File: config.mk
export PLATFORM = sky130hd
export DESIGN_NAME = mem_stage_sram_ctrl
export DESIGN_NICKNAME = d
export VERILOG_FILES = /design/src/rtl/mem_stage_sram_ctrl.sv
export SDC_FILE = /design/constraint.sdc
export NUM_CORES = 1
export LEC_CHECK = 0
export ABC_AREA = 1
export CAP_MARGIN = 20
export CORE_MARGIN = 2
export CORE_UTILIZATION = 40
export CTS_BUF_LIST = sky130_fd_sc_hd__clkbuf_8
export DETAILED_ROUTE_END_ITERATION = 8
export GPL_ROUTABILITY_DRIVEN = 0
export PLACE_DENSITY = 0.75
export SYNTH_ARGS = -nofsm -noshare
export SYNTH_HDL_FRONTEND = slang
export SYNTH_SLANG_ARGS = --single-unit
File: constraint.sdc
create_clock -name clk -period 1.5 [get_ports clk]
set_clock_uncertainty 0.1 [all_clocks]
set_input_delay 0.15 -clock clk [delete_from_list [all_inputs] [get_ports clk]]
set_output_delay 0.15 -clock clk [all_outputs]
set_load 0.05 [all_outputs]
File: src/rtl/mem_stage_sram_ctrl.sv
// MEM-stage bridge from a 32-bit load/store port to a 16-bit asynchronous SRAM.
// Each access runs as two half-word phases (low, then high), each held 1+WAIT_CYCLES cycles.
module mem_stage_sram_ctrl #(
  parameter int BASE_ADDR   = 1024,
  parameter int WAIT_CYCLES = 1
) (
  input  logic        clk,
  input  logic        rst,
  input  logic        rd_en,
  input  logic        wr_en,
  input  logic [31:0] address,
  input  logic [31:0] write_data,
  output logic [31:0] read_data,
  output logic        ready,
  output logic [17:0] sram_addr,
  output logic        sram_we_n,
  output logic [15:0] sram_dq_out,
  output logic        sram_dq_oe,
  input  logic [15:0] sram_dq_in
);

  typedef enum logic [1:0] {IDLE, LOW, HIGH, DONE} state_t;

  localparam logic [2:0] WAIT_LAST = 3'(WAIT_CYCLES);

  state_t      state_reg, state_next;
  logic [2:0]  cnt_reg, cnt_next;
  logic        is_write_reg;
  logic [31:0] addr_reg;
  logic [31:0] wdata_reg;
  logic [31:0] read_data_reg;
  logic [16:0] word_idx;
  logic        phase_last;
  logic        request;

  assign request    = rd_en | wr_en;
  assign phase_last = (cnt_reg == WAIT_LAST);
  // Addresses below the base wrap around the 17-bit word space.
  assign word_idx   = 17'((addr_reg - 32'(BASE_ADDR)) >> 2);
  assign read_data  = read_data_reg;

  always_ff @(posedge clk or negedge rst) begin
    if (!rst) begin
      state_reg <= IDLE;
      cnt_reg   <= 3'd0;
    end else begin
      state_reg <= state_next;
      cnt_reg   <= cnt_next;
    end
  end

  always_comb begin
    state_next = state_reg;
    cnt_next   = cnt_reg;
    case (state_reg)
      IDLE: begin
        if (request) begin
          state_next = LOW;
          cnt_next   = 3'd0;
        end
      end
      LOW: begin
        if (phase_last) begin
          state_next = HIGH;
          cnt_next   = 3'd0;
        end else begin
          cnt_next = cnt_reg + 3'd1;
        end
      end
      HIGH: begin
        if (phase_last) begin
          state_next = DONE;
          cnt_next   = 3'd0;
        end else begin
          cnt_next = cnt_reg + 3'd1;
        end
      end
      default: state_next = IDLE;
    endcase
  end

  // Request is captured only in IDLE so the pipeline may change its inputs while frozen.
  always_ff @(posedge clk or negedge rst) begin
    if (!rst) begin
      is_write_reg  <= 1'b0;
      addr_reg      <= 32'd0;
      wdata_reg     <= 32'd0;
      read_data_reg <= 32'd0;
    end else begin
      if (state_reg == IDLE && request) begin
        is_write_reg <= wr_en;
        addr_reg     <= address;
        wdata_reg    <= write_data;
      end
      if (!is_write_reg && phase_last) begin
        if (state_reg == LOW)  read_data_reg[15:0]  <= sram_dq_in;
        if (state_reg == HIGH) read_data_reg[31:16] <= sram_dq_in;
      end
    end
  end

  always_comb begin
    ready       = 1'b0;
    sram_addr   = 18'd0;
    sram_we_n   = 1'b1;
    sram_dq_out = 16'd0;
    sram_dq_oe  = 1'b0;
    case (state_reg)
      IDLE: ready = !request;
      LOW: begin
        sram_addr = {word_idx, 1'b0};
        if (is_write_reg) begin
          sram_we_n   = 1'b0;
          sram_dq_oe  = 1'b1;
          sram_dq_out = wdata_reg[15:0];
        end
      end
      HIGH: begin
        sram_addr = {word_idx, 1'b1};
        if (is_write_reg) begin
          sram_we_n   = 1'b0;
          sram_dq_oe  = 1'b1;
          sram_dq_out = wdata_reg[31:16];
        end
      end
      default: ready = 1'b1;
    endcase
  end

endmodule

=== After elaboration in Yosys (flattened, before gate mapping) ===
Cells that the tools add are included.

* Register bits after elaboration: 89
* Latch bits: 0
* RAM bits: 0
* ROM bits: 0
* Bits of input ports: 84
* Output and inout bits: 69
* Logic and storage cells: 43
* Memories: 0

* Add/subtract/negate cells: 2
* Multipliers: 0
* Div/mod/pow operators: 0
* Magnitude comparators: 0
* Equality and inequality tests: 6
* Shift-type cells: 0
* Multiplexer cells: 16
* Bitwise operators: 1
* Reductions and logical operators: 11

{| class="wikitable"
|+ Operators with widths
! cell !! number
|-
| 18-bit one-hot mux with 2 select lines || 1
|-
| 16-bit 2-to-1 mux || 2
|-
| 16-bit one-hot mux with 2 select lines || 1
|-
| 19-bit by 11-bit subtractor with 19-bit output (second input constant) || 1
|-
| 2-bit 2-to-1 mux || 3
|-
| 3-bit 2-to-1 mux || 2
|-
| 2-bit inequality test (second input constant) || 3
|-
| 2-bit one-hot mux with 3 select lines || 1
|-
| 3-bit one-hot mux with 2 select lines || 1
|-
| 2-bit AND reduction || 3
|-
| 1-bit 2-to-1 mux || 4
|-
| 3-bit by 1-bit adder with 3-bit output (second input constant) || 1
|-
| 3-bit by 1-bit == test with 1-bit output (second input constant) || 1
|-
| 3-bit AND reduction || 1
|-
| 2-bit by 1-bit == test with 1-bit output (second input constant) || 1
|-
| 2-bit == test (second input constant) || 1
|-
| 1-bit logical AND || 2
|-
| 1-bit logical NOT || 2
|-
| 2-bit logical NOT || 1
|-
| 1-bit one-hot mux with 2 select lines || 1
|-
| 2-bit nonzero test || 1
|-
| 2-bit OR reduction || 1
|-
| 1-bit bitwise OR || 1
|}

=== Depth between registers and ports, before layout ===
Gate-level depths: netlist of run 1.

* Depth after elaboration: 4
* Gate-level depth with buffers: 8
* Depth with buffers taken out: 7

=== Least setup slack after synthesis of run 1 ===
Ideal clock, no wire load.

* Path kind: reg-to-output
* From: register state_reg[0]
* To: output port sram_dq_out[0]
* Arrival: 2.356 ns
* Data required time: 1.250 ns
* Slack: -1.106 ns
* Cell stages (with the launch flop): 7
* Path buffers: 2
* Cells stage by stage: dfrtp_1 inv_1 ha_1 buf_2 buf_1 nand2_1 a21oi_1

* Longest elaborated chain between the ends: 2
* Elaborated cells between the ends (all ways): 3
* Classes of those cells: eq/ne: 2; mux: 1

{| class="wikitable"
|+ Ends and longest elaborated chain
! item !! RTL line !! RTL
|-
| from (decl) || 26 || <nowiki>state_t state_reg, state_next;</nowiki>
|-
| from (signal assigned) || 47 || <nowiki>state_reg <= state_next;</nowiki>
|-
| 2-bit == test / 2-bit by 1-bit == test with 1-bit output (equally long branches) || 108 || <nowiki>case (state_reg)</nowiki>
|-
| 16-bit one-hot mux with 2 select lines * || 108 ||
|-
| to (decl) || 17 || <nowiki>output logic [15:0] sram_dq_out,</nowiki>
|}

Mark *: on every way between the ends. The rest lies on a longest branch, timed or not.

=== Final worst setup path of run 1 ===
* From: register state_reg[0]
* To: output port sram_addr[11]

* Longest elaborated chain between the ends: 2
* Elaborated cells between the ends (all ways): 3
* Classes of those cells: eq/ne: 2; mux: 1

{| class="wikitable"
|+ Ends and longest elaborated chain
! item !! RTL line !! RTL
|-
| 2-bit == test / 2-bit by 1-bit == test with 1-bit output (equally long branches) || 108 ||
|-
| 18-bit one-hot mux with 2 select lines * || 108 ||
|-
| to (decl) || 15 || <nowiki>output logic [17:0] sram_addr,</nowiki>
|}

Marks and branches as above.

==> flow_summary_export.csv, run 1 <==
group,metric,value,unit
status,status,"finished, violations left",
status,violations,"negative setup slack",
worst_setup_path,cp-start-kind,"register",
yosys,synth_edf_count,0,
cts,cts.reportedPaths.clkPinSlew,0.09,ns
yosys,yosys-top-cells-area,"dfrtp_1 (55%), nand2_1 (25%), inv_1 (2.9%)",
sta,finalSetupViolCount,73,
yosys,synth_top_area_share,54.7,%
cells_and_area,final_cell_mix,"nand2_1 (260), dfrtp_1 (87), clkdlybuf4s50_1 (67)",
placed_design,dpl_cell_area,6420,sq um
yosys,synthDistinctLibCells,23,
floorplanning,fp-row-count,36,
min_path,hold_class,"in -> reg",
yosys,yosysTopAreaCell,"dfrtp_1",
placed_design,port-buffer-count,137,
worst_setup_path,required,1.25,ns
cts,cts_buffers,9,
power,ir_worst_vdd,1.16,mV
worst_setup_path,crit_path_end_kind,"primary output",
floorplanning,fp.coreArea,9730,sq um
detailed_routing,drt_wl_total,11.5,mm
global_route,first_global_vias,3910,
worst_setup_path,arrival,1.88,ns
yosys,async_flop_share,100,%
cells_and_area,area_growth,75.1,%
floorplanning,die_w,104,um
cells_and_area,n_antenna_cell,0,
power,p_per_area,2660,nW/um^2
worst_setup_path,crit_type,"reg -> out",
sta,finalHoldViolations,0,
cells_and_area,layout_commonest_cell,"nand2_1",
yosys,yosysWarningCount,0,
cells_and_area,final_area,6960,sq um
sta,rsz0062_at_grt,"true",
global_route,antenna_found_initial,0,
detailed_routing,dr.pass1.iters,4,
detailed_routing,vias,3879,
sta,post-route-min-period,2.13,ns
yosys,syn_nets,588,
cts,htree_levels,3,
floorplanning,die-area,10800,sq um
detailed_routing,ant_nets,0,
cts,clock_path_buffers,2,
yosys,netlist_instances,500,
placed_design,hpwl,7.81,mm
yosys,ys.flop_type,"dfrtp_1",
cts,insertion_delay,0.35,ns
cts,clkSinkCount,87,
yosys,ys_seq_area_share,54.7,%
cells_and_area,fin_nets,761,
floorplanning,die_h,104,um
placed_design,place_ws,-0.298,ns
yosys,synth_area_per_cell,7.96,sq um
sta,slew_violations,0,
job,maxCapViolations,0,
cts,cts_tree,"built",
power,power.leakage,3.23,nW
worst_setup_path,worstPathMaxFanout,6,
sta,fmax,470,MHz
global_route,grt_pass1_wl,18.9,mm
detailed_routing,routedWlPerCell,14.2,um
sta,layout_setup_ws,-0.627,ns
global_route,grt_max_degree,88,
global_route,grt_usage,21.6,%
sta,fin_crit_sh,142,%
sta,slew_headroom,67.0,%
detailed_routing,viasPerCell,4.78,
floorplanning,io_pins,153,
yosys,synth_area,3980,sq um
cts,clockRootBuffer,"clkbuf_8",
yosys,ys_seq_elements,87,
detailed_routing,drt_iter0_markers,147,
detailed_routing,drc,0,
floorplanning,start_util,40.9,%
cells_and_area,drive_above_1_share,29.1,%
global_route,overflow,0,
sta,worstMarginPinSlew,0.495,ns
## power by group
group          switching [mW]  internal [mW]  total, mW  leakage, nW
Combinational            7.27           5.21       12.5         2.04
Clock                   0.882          0.997       1.88        0.117
Sequential              0.711           3.49       4.20         1.07
## worst max-delay path, cell delays in order (launching register included)
cell and delay (ns):
dfrtp_1 0.40, inv_2 0.09, buf_6 0.10, ha_4 0.12, inv_2 0.04, a21oi_4 0.20
inv_2 0.11, buf_12 0.16, a21oi_4 0.13, buf_12 0.15
## cell type report
cell class	instances	area, sq um
Inverter	33	133
Clock inverter	6	91.3
Sequential cell	87	2180
Fill cell	708	2770
Multi-Input combinational cell	359	1970
Clock buffer	10	138
Tap cell	133	166
Timing Repair Buffer	183	2290
## per-stage QoR
stage               std cells  power, mW  utilization, %  setup TNS (ns)  hold slack (ns)
floorplan                 500       11.1               -          -11.06           -0.246
CTS                       808       18.3            70.9          -23.44            0.214
finish                    811       18.6            71.6          -24.24            0.223
detailed placement        781       15.4            66.0           -9.92            0.129
global route              811       19.6            71.6          -29.74            0.226
global placement          781       15.1            66.0           -7.14            0.124
## Yosys cell counts (2+ instances only)
master	count
a21oi_1	23
buf_2	4
buf_4	7
buf_6	3
clkbuf_1	5
dfrtp_1	87
ha_1	4
inv_1	31
inv_2	2
nand2_1	265
nand3_1	12
nand3_2	2
nor2_1	19
nor3_4	2
o21ai_0	19
o21ai_1	7
or2_2	2
## metal layers
layer  track usage [%]  share of wire (%)
met2              36.5                 50
met5                 0                  0
met4              7.05                1.9
met3              5.73                6.8
met1              27.2                 42
## cell families (layout without fill, tap and decap cells)
family / after synthesis / in the layout / synth area share (%)
DFF: 87 / 87 / 54.7
adders and majority gates: 4 / 4 / 1.26
AOI/OAI and AO/OA: 51 / 51 / 6.98
buffers and inverters: 54 / 232 / 6.48
and+or+nand+nor: 304 / 304 / 30.5
## final timing paths
check                             startpoint             to  slack [ns]  cells past startpoint
worst max-delay path            state_reg[0]  sram_addr[11]       -0.63                      9
worst min-delay path             address[18]   addr_reg[18]        0.22                      3
worst max register to register  state_reg[1]     cnt_reg[2]       -0.19                      9
worst min register to register  read_data[7]   read_data[7]        0.39                      2
max in group asynchronous                rst  wdata_reg[12]        0.62                      3
min in group asynchronous                rst  read_data[12]        0.26                      3
## timing repair
action | 4_1_cts | 5_1_grt
hold buffers | 1 | 0
hold endpoints to repair | 87 | 0
pin swaps | 7 | 3
buffers inserted | 9 | 3
setup endpoints to repair | 74 | 74
resized for setup | 34 | 13
cloned | 2 | 0
No activity file was read; power rests on OpenSTA's default activity.
==> run 2: changes to the inputs <==
Settings changed: ABC_AREA 1 to unset, PLACE_DENSITY 0.75 to 0.76.
==> run 2 against run 1 <==
Net effect:
- worst setup slack lost 0.33 ns
- clock-buffer cell count unchanged
- worst hold slack got worse by 0.062 ns
- die area decreased by 4.3%
- utilization is 13 points higher
- flip-flop and latch count unchanged
- the flow still finishes with violations (negative setup slack)
- maximum frequency shrank 13%
- global-route usage increased by 4.2 points
- non-clock buffer count is 31 higher
- routed wire length up 13%
==> flow_summary_export.csv, run 2 <==
group,metric,value,unit
placed_design,port-buffer-count,137,
worst_setup_path,worstPathMaxFanout,2,
placed_design,dpl_cell_area,6380,sq um
job,maxCapViolations,0,
cells_and_area,final_area,7820,sq um
min_path,hold_class,"in -> async",
cells_and_area,area_growth,106,%
detailed_routing,viasPerCell,5.08,
status,status,"finished, violations left",
yosys,yosysTopAreaCell,"dfrtp_1",
yosys,synth_commonest_cells,"dfrtp_1 (87), mux2_2 (82), nor2_1 (22)",
status,violations,"negative setup slack",
placed_design,placed_cells,576,
detailed_routing,drc,0,
global_route,grt_max_degree,37,
cells_and_area,final_cell_mix,"dfrtp_1 (86), mux2_4 (82), clkdlybuf4s50_1 (67)",
worst_setup_path,slowest_stage,"or4_4",
yosys,ys_seq_elements,87,
sta,fmax,407,MHz
yosys,ys.flop_type,"dfrtp_1",
cells_and_area,layout_commonest_cell,"dfrtp_1",
sta,worstMarginPinSlew,0.607,ns
yosys,netlist_instances,285,
worst_setup_path,critPathLaunch,"addr_reg[11]",
sta,slew_violations,0,
cts,cts_tree,"built",
cts,htree_levels,3,
placed_design,hpwl,7.00,mm
detailed_routing,dr.pass1.iters,4,
detailed_routing,drt_iter0_markers,89,
sta,layout_setup_ws,-0.957,ns
cells_and_area,fin_nets,589,
worst_setup_path,critical-path-top-delay-family,"simple AND/OR/NAND/NOR gates",
placed_design,place_ws,-0.518,ns
worst_setup_path,cp.depth,6,
floorplanning,fp-row-count,35,
yosys,yosys-top-cells-area,"dfrtp_1 (57%), mux2_2 (24%), a22oi_1 (3.2%)",
yosys,synth_area_per_cell,13.3,sq um
yosys,synth_area,3800,sq um
floorplanning,die_w,101,um
worst_setup_path,cp-start-kind,"register",
global_route,antenna_found_initial,0,
worst_setup_path,reg2reg_depth,9,
cts,clockRootBuffer,"clkbuf_8",
sta,rsz0062_at_grt,"true",
yosys,synth_xor_area_share,0.230,%
yosys,async_flop_share,100,%
sta,finalHoldViolations,0,
yosys,synthDistinctLibCells,30,
yosys,synth_edf_count,0,
detailed_routing,drt_wl_total,13.0,mm
worst_setup_path,crit_path_end_kind,"primary output",
sta,post-route-min-period,2.46,ns
worst_setup_path,arrival,2.21,ns
worst_setup_path,endpoint,"sram_addr[17]",
worst_setup_path,required,1.25,ns
worst_setup_path,critPathBufInv,2,
yosys,synth_top_family_by_area,"multiplexers",
cts,clock_path_buffers,2,
global_route,first_global_vias,3599,
cells_and_area,nFillCells,449,
sta,slew_headroom,59.2,%
worst_setup_path,cp_slowest_stage_delay,0.52,ns
yosys,syn_nets,373,
floorplanning,fp.coreArea,9240,sq um
worst_setup_path,path_cells,"inv_2 > ha_4 > or3b_4 > or4_4 > a21oi_4 > buf_12",
detailed_routing,routedWlPerCell,20.4,um
worst_setup_path,reg2reg_from,"state_reg[0]",
floorplanning,die-area,10300,sq um
worst_setup_path,r2r_end,"addr_reg[18]",
floorplanning,io_pins,153,
detailed_routing,ant_nets,0,
cts,clkSinkCount,87,
yosys,synth-compound-area-share,6.58,%
cells_and_area,n_antenna_cell,0,
detailed_routing,vias,3226,
worst_setup_path,crit_type,"reg -> out",
global_route,grt_pass1_wl,20.1,mm
global_route,grt_usage,25.8,%
yosys,synth_top_area_share,57.3,%
cts,cts.reportedPaths.clkPinSlew,0.09,ns
sta,fin_crit_sh,164,%
yosys,synth_most_common_cell,"dfrtp_1",
yosys,synth-simple-area-share,8.00,%
yosys,yosysWarningCount,0,
floorplanning,start_util,41.1,%
cts,insertion_delay,0.35,ns
cells_and_area,drive_above_1_share,66.2,%
cells_and_area,instances_no_fill,635,
sta,finalSetupViolCount,124,
yosys,ys_seq_area_share,57.3,%
cts,cts_buffers,9,
yosys,synthAdderAreaFrac,1.32,%
worst_setup_path,r2r_setup_slack,-0.42,ns
global_route,overflow,0,
floorplanning,die_h,101,um
yosys,synthMuxAreaShare,24.6,%
-- run 2: area by class of cell --
cell class,count,area [sq um],area share (%)
Timing Repair Buffer,214,2740,35.0
Sequential cell,87,2180,27.9
Clock inverter,6,90.1,1.15
Multi-Input combinational cell,184,2490,31.8
Clock buffer,10,138,1.76
Tap cell,129,161,2.07
Inverter,5,22.5,0.288
-- run 2: worst reg2reg max path, delay by kind of cell (launching register included) --
kind	cells	cell delay, ns
AO/OA/AOI/OAI	1	0.11
adder cells (fa/ha/maj)	1	0.17
buffers and inverters	6	0.72
flip-flops	1	0.41
multiplexers	1	0.30
-- run 2: routing by layer --
layer | track usage (%) | wire [um] | vias to the layer above | part of all wire, %
met5 | 0 | 0 | - | 0
met4 | 7.90 | 187 | 0 | 1.4
met3 | 5.66 | 631 | 15 | 4.9
met2 | 44.9 | 6920 | 105 | 53
met1 | 32.2 | 5230 | 1642 | 40
li1 | - | - | 1464 | -
-- run 2: worst min path at each step --
stage | startpoint | to | slack (ns) | cells after the start
after global placement | rst | wdata_reg[5] | -0.01 | 1
after detailed placement | rst | wdata_reg[4] | -0.006 | 1
after CTS | rst | wdata_reg[4] | 0.15 | 2
final | rst | wdata_reg[4] | 0.16 | 2
after floorplan | rst | addr_reg[10] | -0.25 | 0
after global routing | rst | wdata_reg[18] | 0.18 | 2
-- run 2: through the flow --
stage | utilization (%) | hold slack, ns | TNS (ns)
after detailed placement | 69.0 | -0.00581 | -22.88
after global routing | 84.6 | 0.178 | -50.67
final | 84.6 | 0.161 | -45.34
after global placement | 69.0 | -0.0148 | -20.02
after floorplan | - | -0.246 | -11.16
after CTS | 83.3 | 0.147 | -39.36
-- run 2: cell families after synthesis --
kind of cell	after synthesis
flip-flops	87
multiplexers	83
AND/OR/NAND/NOR	53
AO/OA/AOI/OAI	39
buffers and inverters	18
adder cells (fa/ha/maj)	4
XOR/XNOR	1
-- run 2: what timing repair did --
item                       4_1_cts  5_1_grt
pin swaps                       49       22
hold endpoints to repair        87        0
buffers inserted                25       14
cloned                          14        1
gates resized for setup        143       30
hold buffers                     1        0
setup endpoints to repair      122      124
Power of run 2 is not shown: default switching activity piles up to over one toggle a cycle in this logic, so the estimate is an artifact.
